### config.mk
export PLATFORM = sky130hd
export DESIGN_NAME = multi_pwm_driver
export DESIGN_NICKNAME = d
export VERILOG_FILES = /design/src/rtl/pwm_pkg.sv /design/src/rtl/pwm_channel.sv /design/src/rtl/multi_pwm_driver.sv
export SDC_FILE = /design/constraint.sdc
export NUM_CORES = 1
export LEC_CHECK = 0
export CORE_ASPECT_RATIO = 1.1
export CORE_MARGIN = 4
export CORE_UTILIZATION = 48
export CTS_CLUSTER_DIAMETER = 150
export DETAILED_ROUTE_END_ITERATION = 6
export PLACE_DENSITY_LB_ADDON = 0.05
export SLEW_MARGIN = 40
export SYNTH_ARGS = -nofsm -noshare
export SYNTH_HDL_FRONTEND = slang
export SYNTH_SLANG_ARGS = --single-unit
### constraint.sdc
create_clock -name clk -period 9.5 [get_ports clk]
set_input_delay 2.375 -clock clk [delete_from_list [all_inputs] [get_ports clk]]
set_output_delay 2.375 -clock clk [all_outputs]
set_load 0.03 [all_outputs]
### src/rtl/pwm_pkg.sv
// Shared constants for the PWM driver family: channel names of the classic
// RGB arrangement and the default prescaler terminal count.
package pwm_pkg;

  localparam int CH_RED   = 0;
  localparam int CH_GREEN = 1;
  localparam int CH_BLUE  = 2;

  localparam int DEFAULT_FINAL_VALUE = 195;

endpackage

### src/rtl/pwm_channel.sv
// One PWM channel: double-buffered duty (target written any time, active
// committed at period boundaries), optional one-step-per-period fade.
module pwm_channel #(
  parameter int R = 8
) (
  input  logic         clk,
  input  logic         reset,
  input  logic         enable,
  input  logic [R-1:0] cnt,
  input  logic         boundary,
  input  logic         load,
  input  logic [R:0]   load_duty,
  input  logic         ramp_en,
  output logic         pwm_out,
  output logic         ramp_busy
);

  logic [R:0] target;
  logic [R:0] active;

  // active is updated from the pre-edge target, so a write landing on the
  // boundary edge waits for the following boundary.
  always_ff @(posedge clk) begin
    if (reset) begin
      target  <= '0;
      active  <= '0;
      pwm_out <= 1'b0;
    end else begin
      if (load) begin
        target <= load_duty;
      end
      if (boundary) begin
        if (!ramp_en) begin
          active <= target;
        end else if (active < target) begin
          active <= active + 1'b1;
        end else if (active > target) begin
          active <= active - 1'b1;
        end
      end
      pwm_out <= enable && ({1'b0, cnt} < active);
    end
  end

  assign ramp_busy = (active != target);

endmodule

### src/rtl/multi_pwm_driver.sv
// N-channel PWM driver: shared prescaler and period counter, write decode with
// saturation, and a registered period_start pulse aligned with cnt==0.
module multi_pwm_driver
  import pwm_pkg::*;
#(
  parameter int CHANNELS    = 3,
  parameter int R           = 8,
  parameter int TIMER_BITS  = 8,
  parameter int FINAL_VALUE = DEFAULT_FINAL_VALUE,
  localparam int CH_W       = (CHANNELS > 1) ? $clog2(CHANNELS) : 1
) (
  input  logic                clk,
  input  logic                reset,
  input  logic                enable,
  input  logic                wr_en,
  input  logic [CH_W-1:0]     wr_ch,
  input  logic [R:0]          wr_duty,
  input  logic [CHANNELS-1:0] ramp_en,
  output logic [CHANNELS-1:0] pwm_out,
  output logic                period_start,
  output logic [CHANNELS-1:0] ramp_busy
);

  localparam logic [R:0] FULL_DUTY = {1'b1, {R{1'b0}}};

  logic [TIMER_BITS-1:0] presc;
  logic [R-1:0]          cnt;
  logic                  tick;
  logic                  boundary;
  logic [R:0]            sat_duty;

  assign tick     = enable && (presc == TIMER_BITS'(FINAL_VALUE));
  assign boundary = tick && (cnt == '1);
  assign sat_duty = (wr_duty > FULL_DUTY) ? FULL_DUTY : wr_duty;

  always_ff @(posedge clk) begin
    if (reset) begin
      presc        <= '0;
      cnt          <= '0;
      period_start <= 1'b0;
    end else begin
      period_start <= boundary;
      if (enable) begin
        presc <= tick ? '0 : presc + 1'b1;
        if (tick) begin
          cnt <= cnt + 1'b1;
        end
      end
    end
  end

  // wr_en is a fire-and-forget strobe with no ready; an index matching no
  // channel simply selects nothing.
  for (genvar i = 0; i < CHANNELS; i++) begin : g_ch
    pwm_channel #(
      .R(R)
    ) u_ch (
      .clk      (clk),
      .reset    (reset),
      .enable   (enable),
      .cnt      (cnt),
      .boundary (boundary),
      .load     (wr_en && (wr_ch == CH_W'(i))),
      .load_duty(sat_duty),
      .ramp_en  (ramp_en[i]),
      .pwm_out  (pwm_out[i]),
      .ramp_busy(ramp_busy[i])
    );
  end

endmodule

---- After elaboration in Yosys (flattened, before gate mapping) ----
Cells that the tools add are included.
word-level totals
  bits in registers ....................... 74
  input bits .............................. 18
  output and inout bits ................... 7
  logic and storage cells ................. 64
cells by class
  add/sub/neg operators ................... 8
  $lt $le $gt $ge ......................... 10
  equality and inequality tests ........... 10
  mux-type cells .......................... 11
  reductions and logical operators ........ 13
operator list
  kind                                                                      count
  9-bit 2-to-1 mux                                                          10
  9-bit by 1-bit adder with 9-bit output (second input constant)            3
  9-bit > comparator                                                        3
  8-bit by 9-bit less-than comparator with 1-bit output                     3
  9-bit less-than comparator                                                3
  9-bit inequality test                                                     3
  9-bit by 1-bit subtractor with 9-bit output (second input constant)       3
  8-bit by 1-bit adder with 8-bit output (second input constant)            2
  8-bit equality test (second input constant)                               2
  9-bit > comparator (second input constant)                                1
  3-bit by 1-bit inequality test with 1-bit output (second input constant)  3
  1-bit logical AND                                                         8
  8-bit 2-to-1 mux                                                          1
  2-bit AND reduction                                                       4
  2-bit by 1-bit equality test with 1-bit output (second input constant)    1
  2-bit equality test (second input constant)                               1
  2-bit logical NOT                                                         1

---- Logic depth before layout (Yosys ltp) ----
  depth after elaboration ................. 4
  gate-level depth with buffers ........... 14
  depth with buffers taken out ............ 14

---- Hierarchy ----
Synthesis repeated with hierarchy kept, for this count alone.
unflattened totals
  cell total of the unflattened synthesis .. 622
  area, all modules ....................... 5490.3 sq um
by module, submodules not included
  module            instances  cells each  area each (sq um)  seq. area each (sq um)
  pwm_channel       3          171         1517.7             380.4
  multi_pwm_driver  1          109         937.1              340.3

---- Worst setup path before layout ----
Ideal clock, no wire load.
  path kind ............................... in2reg
  from .................................... in enable
  to ...................................... reg g_ch[2].u_ch.active[3]
  library setup time ...................... 81 ps
  arrival ................................. 3850 ps
  data required time ...................... 9419 ps
  path slack .............................. 5570 ps
  stages on the path ...................... 7
  buffers on the path ..................... 2
  cell sequence ........................... clkbuf_1 nand4_2 or3_4 a41oi_4 buf_6 nor2_1 a211oi_2
between the ends
  cells in the longest elaborated chain, start to end .. 3
RTL lines
  element                        line                    text
  start: declaration             multi_pwm_driver.sv:14  input logic enable,
  1-bit logical AND              multi_pwm_driver.sv:32  assign tick = enable && (presc == TIMER_BITS'(FINAL_VALUE));
  1-bit logical AND              multi_pwm_driver.sv:33  assign boundary = tick && (cnt == '1);
  2-bit AND reduction (no line)  n/a
  end signal: assignment         pwm_channel.sv:34       active <= target;
  end signal: assignment         pwm_channel.sv:36       active <= active + 1'b1;
  end signal: assignment         pwm_channel.sv:38       active <= active - 1'b1;
  end: declaration               pwm_channel.sv:19       logic [R:0] active;
No other way between the ends.
A chain may end at the register's enable or synchronous reset.

---- Worst setup path after layout ----
  from .................................... reg g_ch[1].u_ch.target[8]
  to ...................................... out ramp_busy[1]
between the ends
  cells in the longest elaborated chain, start to end .. 1
RTL lines
  element                   line                    text
  start: declaration        pwm_channel.sv:18       logic [R:0] target;
  start signal: assignment  pwm_channel.sv:30       target <= load_duty;
  9-bit inequality test     pwm_channel.sv:45       assign ramp_busy = (active != target);
  end: declaration          multi_pwm_driver.sv:21  output logic [CHANNELS-1:0] ramp_busy
No other way between the ends.

==> qor.txt <==
Avg Synthesized Cell Area -> 8.07 um2
most common cell after layout, fill and taps aside -> nand2_1
headroom to the max-slew limit -> 0.484
wire length per cell -> 15.3 um
Critical Path Sink Type -> primary output
Post-layout nets -> 761
# rows -> 40
CP arrival -> 2.35 ns
final core utilization -> 0.545
final setup margin -> 4.78 ns
post-DP HPWL -> 9.57 mm
peak supply drop -> 0.0821 mV
synth unique cells -> 55
Post-route DRC -> 0
clk buf depth -> 2
period utilization -> 0.497
delay of the slowest critical-path stage -> 0.61 ns
Reg area -> 1480 um2
Hold EP -> g_ch[1].u_ch.target[4]
CP most frequent cell -> inv_1
cells on worst reg2reg path -> 14
gr ovfl total -> 0
number of flops mapped to enable cells by yosys -> 0
synthesized cell area -> 5320 um2
HP Class -> register to register
Slew @ Worst Pin -> 0.774 ns
share of flip-flops with an asynchronous set or reset -> 0
share of layout cells above drive strength 1 -> 0.0579
cts bufs inserted -> 9
CTS H-tree depth -> 3
initial DRC count -> 236
CTS sink cnt -> 74
drt first pass iters -> 4
pwr/cell area -> 131 nW/um2
RD Place Congestion -> 0.805
skew final -> 0.00883 ns
worst r2r src -> g_ch[0].u_ch.target[2]
RSZ-0062 raised after global routing -> false
Main synth FF type -> dfxtp_1
most frequent cells in the layout -> nand2_1, dfxtp_1, ha_1
Max Fclk -> 212 MHz
Yosys top cell area share -> 0.278
synth top area cells -> dfxtp_1, ha_1, a21oi_1, nand2_1, inv_1
Final Max Slew Viols -> 0
WL final -> 12.6 mm
cts repair resizes -> 0
post-layout min period -> 4.72 ns
worst r2r dst -> g_ch[0].u_ch.active[7]
die height -> 118 um
Worst setup SP type -> register
vias in the first global route -> 4361
clock transition at the registers of the reported paths -> 0.06 ns
crit-path max FO -> 3
initial antenna violation count -> 0
Post-Syn Instances -> 659
P_leak -> 2.31 nW
Clock Latency Late Sink -> 0.34 ns
area occupied by multi-input gates -> 3460 um2
worst hold path depth -> 2
Area Overhead vs Synth -> 11.2%
Seq/Total Area, Yosys -> 0.278
initial core utilization -> 0.490
Die Wd -> 108 um
core area -> 10900 um2
antenna-violating nets left -> 0
Seq cells post-synth -> 74
R2R Setup Slk -> 5.96 ns
Synth area leader -> dfxtp_1
Syn Nets -> 751
hold_sp -> g_ch[1].u_ch.target[4]
final instance area -> 5920 um2
Final Hold Viols -> 0
slowest stage cell on the critical path -> clkdlybuf4s50_1
Die ar. -> 12800 um2
crit path kind -> register to primary output
crit-path cells -> inv_1 -> ha_1 -> nand4_1 -> nor3_1 -> inv_1 -> clkdlybuf4s50_1
pre-CTS setup slack -> 4.78 ns
status -> finished, final reports clean
Ports -> 25
I/O Buffers -> 24
largest net degree at the start of global routing -> 68
TritonCTS clock tree -> yes
Filler cells -> 1058
MaxCap Viol Count -> 0
first-pass GRT wire length -> 21.4 mm
via count -> 4482
Setup TNS -> 0 ns
Final setup viols -> 0
# diodes -> 0
Root Driver -> clkbuf_16
Worst Path Required -> 7.13 ns
via/cell ratio -> 5.46
DP Area -> 5610 um2
Total GRT Usage -> 0.208
Post-CTS Hold Buffers -> 0
Min Hold Slack -> 0.459 ns
postcts setup bufs -> 0
Yosys Warn Count -> 0
-- synthesized netlist by cell type, types with 3 or more instances --
cell type / instances
ha_1: 71
nand2_1: 80
nand3b_1: 4
o21bai_1: 5
o21ai_1: 7
clkbuf_1: 16
inv_1: 62
nand2b_1: 13
nand3_1: 7
o211ai_1: 3
buf_6: 3
mux2i_1: 8
nand4_1: 10
nor2b_1: 10
a211oi_1: 15
o21ai_0: 27
xnor2_1: 14
nor3_1: 12
a31oi_1: 6
a21o_1: 19
buf_4: 6
fa_1: 3
xor2_1: 15
or3_1: 3
nor2_1: 53
a21oi_1: 69
a211oi_2: 8
dfxtp_1: 74
-- stage by stage --
step / power (W) / std cells
floorplan: 0.000405 / 659
global placement: 0.000429 / 804
detailed placement: 0.000431 / 804
CTS: 0.000781 / 820
global route: 0.000807 / 821
finish: 0.000774 / 821
-- routing by layer --
layer  vias up  GRT usage  wire length (um)
li1       2312          -                 -
met4         0     0.0521               221
met3        22     0.0426               533
met2        73      0.341              5940
met5         -          0                 0
met1      2075      0.277              5860
-- registers in the layout (all words and copies together) (netlist names) --
signal / flops
g_ch.u_ch.active: 27
g_ch.u_ch.target: 27
cnt: 8
presc: 8
g_ch.u_ch.pwm_out: 3
period_start: 1
-- critical path: cells and delay by family (launching register included) --
| family | cells | cell delay, ns |
|---|---|---|
| AND/OR/NAND/NOR | 2 | 0.62 |
| flip-flops | 1 | 0.33 |
| buffers and inverters | 3 | 0.76 |
| adder cells (fa/ha/maj) | 1 | 0.31 |
-- cell type report --
| cell class | count | share of cell area |
|---|---|---|
| tap | 147 | 0.0311 |
| clock inverter | 4 | 0.00824 |
| clock buffer | 12 | 0.0433 |
| multi-input combinational | 495 | 0.585 |
| sequential | 74 | 0.250 |
| timing repair buffer | 26 | 0.0423 |
| inverter | 63 | 0.0399 |
-- cell families after synthesis --
| group | share of synthesized area |
|---|---|
| multiplexers | 0.0150 |
| adder cells (fa/ha/maj) | 0.178 |
| AO/OA/AOI/OAI | 0.225 |
| AND/OR/NAND/NOR | 0.184 |
| XOR/XNOR | 0.0477 |
| buffers and inverters | 0.0719 |
| flip-flops | 0.278 |
-- worst max-delay path by stage --
| stage | start | endpoint |
|---|---|---|
| finish | g_ch[1].u_ch.target[8] | ramp_busy[1] |
| global route | g_ch[1].u_ch.target[8] | ramp_busy[1] |
| CTS | g_ch[1].u_ch.target[8] | ramp_busy[1] |
| detailed placement | enable | g_ch[2].u_ch.active[8] |
| global placement | enable | g_ch[2].u_ch.active[8] |
| floorplan | enable | g_ch[2].u_ch.active[3] |
-- power breakdown --
| part | leakage [nW] | switching (W) | internal, W | total, W |
|---|---|---|---|---|
| sequential | 0.597 | 0.00000252 | 0.000314 | 0.000316 |
| clock | 0.153 | 0.000131 | 0.000218 | 0.000348 |
| combinational | 1.56 | 0.0000662 | 0.0000430 | 0.000109 |
| total | 2.31 | 0.000199 | 0.000574 | 0.000774 |
(Power assumes the default switching activity.)
